[src/rtl/fetch_stage_if.sv]
// Fetch-stage bus: instruction-memory port, redirect input and decode handshake.
// master is the fetch stage itself; slave is the memory/decode/redirect side.
interface fetch_stage_if;
  logic [31:0] imem_pc_o;
  logic [31:0] imem_instr_i;
  logic        redirect_valid_i;
  logic [31:0] redirect_pc_i;
  logic        valid_o;
  logic        ready_i;
  logic [31:0] pc_o;
  logic [31:0] instr_o;
  logic        misaligned_o;

  modport master (
    output imem_pc_o, valid_o, pc_o, instr_o, misaligned_o,
    input  imem_instr_i, redirect_valid_i, redirect_pc_i, ready_i
  );

  modport slave (
    input  imem_pc_o, valid_o, pc_o, instr_o, misaligned_o,
    output imem_instr_i, redirect_valid_i, redirect_pc_i, ready_i
  );
endinterface

[src/rtl/fetch_stage.sv]
// Instruction fetch: owns the PC, buffers {pc, instr, misaligned} entries in a small
// circular buffer for decode, and restarts from a redirect target with a flush.
module fetch_stage #(
  parameter logic [31:0] RESET_PC = 32'h0000_0000,
  parameter int unsigned DEPTH    = 2
) (
  input  logic          clk_i,
  input  logic          rst_i,
  fetch_stage_if.master bus
);

  localparam int unsigned PtrW = (DEPTH > 1) ? $clog2(DEPTH) : 1;
  localparam int unsigned CntW = $clog2(DEPTH + 1);

  logic [31:0]     pc_q, pc_d;
  logic            misal_q, misal_d;
  logic [CntW-1:0] count_q, count_d;
  logic [PtrW-1:0] rd_q, rd_d, wr_q, wr_d;

  logic [31:0] ent_pc_q    [DEPTH];
  logic [31:0] ent_instr_q [DEPTH];
  logic        ent_mis_q   [DEPTH];

  logic full, pop, fetch;

  function automatic logic [PtrW-1:0] ptr_inc(input logic [PtrW-1:0] p);
    return (p == PtrW'(DEPTH - 1)) ? '0 : p + PtrW'(1);
  endfunction

  assign full        = (count_q == CntW'(DEPTH));
  assign bus.valid_o = (count_q != '0);
  assign pop         = bus.valid_o && bus.ready_i;
  // A full buffer may still fetch when the head leaves in the same cycle.
  assign fetch       = !rst_i && !bus.redirect_valid_i && (!full || pop);

  assign bus.imem_pc_o    = pc_q;
  assign bus.pc_o         = bus.valid_o ? ent_pc_q[rd_q]    : '0;
  assign bus.instr_o      = bus.valid_o ? ent_instr_q[rd_q] : '0;
  assign bus.misaligned_o = bus.valid_o ? ent_mis_q[rd_q]   : 1'b0;

  always_comb begin
    pc_d    = pc_q;
    misal_d = misal_q;
    count_d = count_q;
    rd_d    = rd_q;
    wr_d    = wr_q;
    if (bus.redirect_valid_i) begin
      pc_d    = {bus.redirect_pc_i[31:2], 2'b00};
      misal_d = |bus.redirect_pc_i[1:0];
      count_d = '0;
      rd_d    = '0;
      wr_d    = '0;
    end else begin
      if (pop) begin
        rd_d = ptr_inc(rd_q);
      end
      if (fetch) begin
        wr_d    = ptr_inc(wr_q);
        pc_d    = pc_q + 32'd4;
        misal_d = 1'b0;
      end
      count_d = count_q + CntW'(fetch) - CntW'(pop);
    end
  end

  always_ff @(posedge clk_i) begin
    if (rst_i) begin
      pc_q    <= RESET_PC;
      misal_q <= 1'b0;
      count_q <= '0;
      rd_q    <= '0;
      wr_q    <= '0;
      for (int i = 0; i < DEPTH; i++) begin
        ent_pc_q[i]    <= '0;
        ent_instr_q[i] <= '0;
        ent_mis_q[i]   <= 1'b0;
      end
    end else begin
      pc_q    <= pc_d;
      misal_q <= misal_d;
      count_q <= count_d;
      rd_q    <= rd_d;
      wr_q    <= wr_d;
      if (fetch) begin
        ent_pc_q[wr_q]    <= pc_q;
        ent_instr_q[wr_q] <= bus.imem_instr_i;
        ent_mis_q[wr_q]   <= misal_q;
      end
    end
  end

endmodule

[src/flat_wrapper.sv]
// flat-port wrapper written by rule: the top's interface ports become plain ports
module fetch_stage_flat 
#(
  parameter logic [31:0] RESET_PC = 32'h0000_0000,
  parameter int unsigned DEPTH    = 2
)
  (clk_i, rst_i, bus_imem_pc_o, bus_valid_o, bus_pc_o, bus_instr_o, bus_misaligned_o, bus_imem_instr_i, bus_redirect_valid_i, bus_redirect_pc_i, bus_ready_i);
  fetch_stage_if bus_i ();
  input  logic clk_i;
  input  logic rst_i;
  output wire logic [$bits(bus_i.imem_pc_o)-1:0] bus_imem_pc_o;
  output wire logic [$bits(bus_i.valid_o)-1:0] bus_valid_o;
  output wire logic [$bits(bus_i.pc_o)-1:0] bus_pc_o;
  output wire logic [$bits(bus_i.instr_o)-1:0] bus_instr_o;
  output wire logic [$bits(bus_i.misaligned_o)-1:0] bus_misaligned_o;
  input wire logic [$bits(bus_i.imem_instr_i)-1:0] bus_imem_instr_i;
  input wire logic [$bits(bus_i.redirect_valid_i)-1:0] bus_redirect_valid_i;
  input wire logic [$bits(bus_i.redirect_pc_i)-1:0] bus_redirect_pc_i;
  input wire logic [$bits(bus_i.ready_i)-1:0] bus_ready_i;
  assign bus_imem_pc_o = bus_i.imem_pc_o;
  assign bus_valid_o = bus_i.valid_o;
  assign bus_pc_o = bus_i.pc_o;
  assign bus_instr_o = bus_i.instr_o;
  assign bus_misaligned_o = bus_i.misaligned_o;
  assign bus_i.imem_instr_i = bus_imem_instr_i;
  assign bus_i.redirect_valid_i = bus_redirect_valid_i;
  assign bus_i.redirect_pc_i = bus_redirect_pc_i;
  assign bus_i.ready_i = bus_ready_i;
  fetch_stage #(.RESET_PC(RESET_PC), .DEPTH(DEPTH)) u_core (.clk_i(clk_i), .rst_i(rst_i), .bus(bus_i));
endmodule
[config.mk]
export PLATFORM = sky130hd
export DESIGN_NAME = fetch_stage_flat
export DESIGN_NICKNAME = d
export VERILOG_FILES = /design/src/rtl/fetch_stage_if.sv /design/src/rtl/fetch_stage.sv /design/src/flat_wrapper.sv
export SDC_FILE = /design/constraint.sdc
export NUM_CORES = 1
export LEC_CHECK = 0
export CAP_MARGIN = 20
export CORE_MARGIN = 2
export CORE_UTILIZATION = 48
export CTS_BUF_LIST = sky130_fd_sc_hd__clkbuf_4
export CTS_CLUSTER_DIAMETER = 50
export DETAILED_ROUTE_END_ITERATION = 8
export PLACE_DENSITY_LB_ADDON = 0.15
export SETUP_SLACK_MARGIN = 0.1
export SLEW_MARGIN = 25
export SYNTH_ARGS = -nofsm -noshare
export SYNTH_HDL_FRONTEND = slang
export SYNTH_SLANG_ARGS = --single-unit
[constraint.sdc]
create_clock -name clk_i -period 3.7 [get_ports clk_i]
set_input_delay 0.74 -clock clk_i [delete_from_list [all_inputs] [get_ports clk_i]]
set_output_delay 0.74 -clock clk_i [all_outputs]
set_load 0.01 [all_outputs]
==> results.cfg <==
[setup_path]
end_kind = primary output
r2r_cells = 4
cp_max_fo = 37
cp_top_family = flip-flops
crit_path_start_kind = flop
critPathMaxStageDelay_ns = 0.80
crit_chain = buf_4, mux2i_1, nor2_1, clkdlybuf4s50_1
cp-endpoint = bus_pc_o[3]
cp.arrival_ns = 2.45
crit_required_ns = 2.96
worst-path-buf-inv = 2
crit_cells = 4
cp_slowest_cell = dfxtp_4
r2r_slack_ns = 1.17
r2r_end = u_core.bus.imem_pc_o[24]$_SDFFE_PP0P_
worstSetupPathType = reg -> out
r2r_start = u_core.bus.imem_pc_o[7]$_SDFFE_PP0P_

[clock_network]
cts_resized = 0
clockBufferDepth = 2
htreeDepth = 4
numCtsBuffers = 17
ctsHoldBuffers = 0
clk_pin_slew_ns = 0.12
clkSinkCount = 162
clk_latency_ns = 0.55
root_buffer = clkbuf_4
cts_tree = done
cts_setup_buffers = 0

[placement]
port_buffers = 161
gp_congestion = 0.840
dpl.hpwl_microns = 12100

[grt]
grt_antenna_before_repair = 2
grt_pass1_vias = 5844
grt_use_total_pct = 22.4
grt-ovfl-total = 0
grt_max_degree = 60
grt_first_pass_wirelength_microns = 29300

[yosys]
async_reset_ff_share_pct = 0
yosys-top-cells-count = 126 x edfxtp_1, 92 x nor2_1, 66 x and3_1
netlist_area_sq_mm = 0.00772
synth_area_leaders = edfxtp_1 49%, dfxtp_1 9.3%, mux2i_1 8.2%
synth_edf_count = 126
yosysUniqueCellTypes = 51
ys_warn_count = 0
netlist_instances = 684
avgSynthCellArea_sq_um = 11.3
ys.flop_type = edfxtp_1
yosys.area.top_type = edfxtp_1
synth_top_area_share_pct = 49.0
ys_ff_latch = 162
seq_area_frac_synth_pct = 58.3
synth.most_common_cell = edfxtp_1

[sta]
fin_tns_setup_ns = 0
slew_headroom_pct = 50.3
rsz0062_at_grt = no
period_needed_ns = 3.19
fmax_ghz = 0.313
finClkSkew_ns = 0.0135
period_share_pct = 86.2
hold_violations = 0
report.final.slew_viol_count = 0
timing.hold.ws_ns = 0.528
tightest_slew_ns = 0.744
setup_violations = 0

[finish]
area_growth_pct = 27.7
drive_gt1_share_pct = 6.47
nNetsFinal = 893
n_fill_cell = 1316

[power]
power_density_mw_per_mm2 = 381
ir_drop_uv = 219
leakagePower_nw = 3.57
power_w = 0.00376

[detailed_routing]
drt_iter0_drc = 397
remaining_drc_errors = 0
num_vias = 5859
antenna_left = 0
viasPerCell = 5.56
wirelength_microns = 18700
firstDrtPassIters = 4
wl_per_cell_microns = 17.7

[floorplan]
rows = 46
die_area_sq_mm = 0.0171
start_util_pct = 48.8
design.core.area_sq_mm = 0.0158
die_x_microns = 131
num_io_pins = 166
die_h_microns = 131

[run]
cap_violations = 0

[min_path]
hold_path.class = reg -> reg

[status]
status = completed
-- worst min path at each step --
stage,start,end,slack (ns),cells after the start
finish,u_core.misal_q$_SDFFE_PP0P_,u_core.misal_q$_SDFFE_PP0P_,0.53,2
global route,u_core.misal_q$_SDFFE_PP0P_,u_core.misal_q$_SDFFE_PP0P_,0.54,2
CTS,u_core.misal_q$_SDFFE_PP0P_,u_core.misal_q$_SDFFE_PP0P_,0.52,2
detailed placement,u_core.misal_q$_SDFFE_PP0P_,u_core.misal_q$_SDFFE_PP0P_,0.50,2
global placement,u_core.misal_q$_SDFFE_PP0P_,u_core.misal_q$_SDFFE_PP0P_,0.50,2
floorplan,u_core.misal_q$_SDFFE_PP0P_,u_core.misal_q$_SDFFE_PP0P_,0.45,2
-- kinds of logic (layout without fill, tap and decap cells) --
group | after synthesis | count (layout) | synth area share (%)
flops | 162 | 162 | 58.3
simple gates | 311 | 311 | 21.7
other cells | 1 | 6 | 0.0486
xor+xnor | 11 | 11 | 1.25
buf+inv | 73 | 221 | 3.97
fa+ha+maj | 3 | 3 | 0.486
mux | 63 | 63 | 8.16
compound gates | 60 | 60 | 6.08
-- power breakdown --
group          total [W]  internal (W)  switching, W
Sequential       0.00215       0.00207     0.0000768
Clock            0.00114      0.000551      0.000591
Combinational   0.000468      0.000234      0.000233
Total            0.00376       0.00286      0.000902
-- registers in the layout (all words and copies together), names as in the netlist, named ones only --
| register | flops |
|---|---|
| u_core.ent_instr_q | 64 |
| u_core.ent_pc_q | 60 |
| u_core.bus.imem_pc_o | 30 |
| u_core.count_q | 2 |
| u_core.ent_mis_q | 2 |
| u_core.misal_q | 1 |
| u_core.rd_q | 1 |
| u_core.wr_q | 1 |
-- per-stage QoR --
step	util [%]	worst slack, ns	cell area, sq um	cells
final	62.3	0.510	9860	1053
after global routing	62.3	0.344	9860	1053
after CTS	62.3	0.436	9860	1051
after detailed placement	60.3	0.609	9540	1019
after global placement	60.3	0.685	9540	1019
after floorplan	-	0.598	7740	687
-- per-layer routing --
layer / part of all wire [%] / wire, microns / track usage [%] / vias up
li1: - / - / - / 2777
met2: 48 / 8960 / 37.7 / 205
met3: 5.3 / 998 / 3.58 / 26
met4: 1.6 / 308 / 7.57 / 0
met5: 0 / 0 / 0 / -
met1: 45 / 8420 / 29.6 / 2851
-- layout by cell type (no fill, tap or decap), drive strengths merged, types with 2 or more instances in the layout --
cell           count
nor4              14
or4                6
a311oi             8
clkbuf            20
mux2i             63
nor3               2
nor2b              3
diode              2
nand3             13
edfxtp           126
conb               4
xor2               5
o31ai              5
nor2              92
o21ai              3
or2                2
o41a               3
ha                 3
a211oi             5
clkdlybuf4s50    161
nand4             10
xnor2              6
a31oi              3
dfxtp             36
a2111oi            6
a21oi              9
clkinv             5
and2              62
nand2             24
bufinv             4
o31a               7
or3                7
buf               15
and4               6
o311ai             2
inv               15
and3              66
-- cell type report --
class / instances / area, sq um / share of cell area, %
antenna: 2 / 5.00 / 0.0508
clock buffer: 20 / 150 / 1.52
clock inverter: 12 / 161 / 1.64
inverter: 13 / 48.8 / 0.495
multi-input combinational: 452 / 2950 / 30.0
sequential: 162 / 4510 / 45.7
tap: 216 / 270 / 2.74
timing repair buffer: 176 / 1760 / 17.9
-- worst reg2reg max path, stage by stage, from the launching register on --
cell and delay [ns]:
dfxtp_1 0.51, and4_1 0.35, nand4_1 0.62, or4_1 0.72, a311oi_1 0.26
No activity file was read; power rests on OpenSTA's default activity.
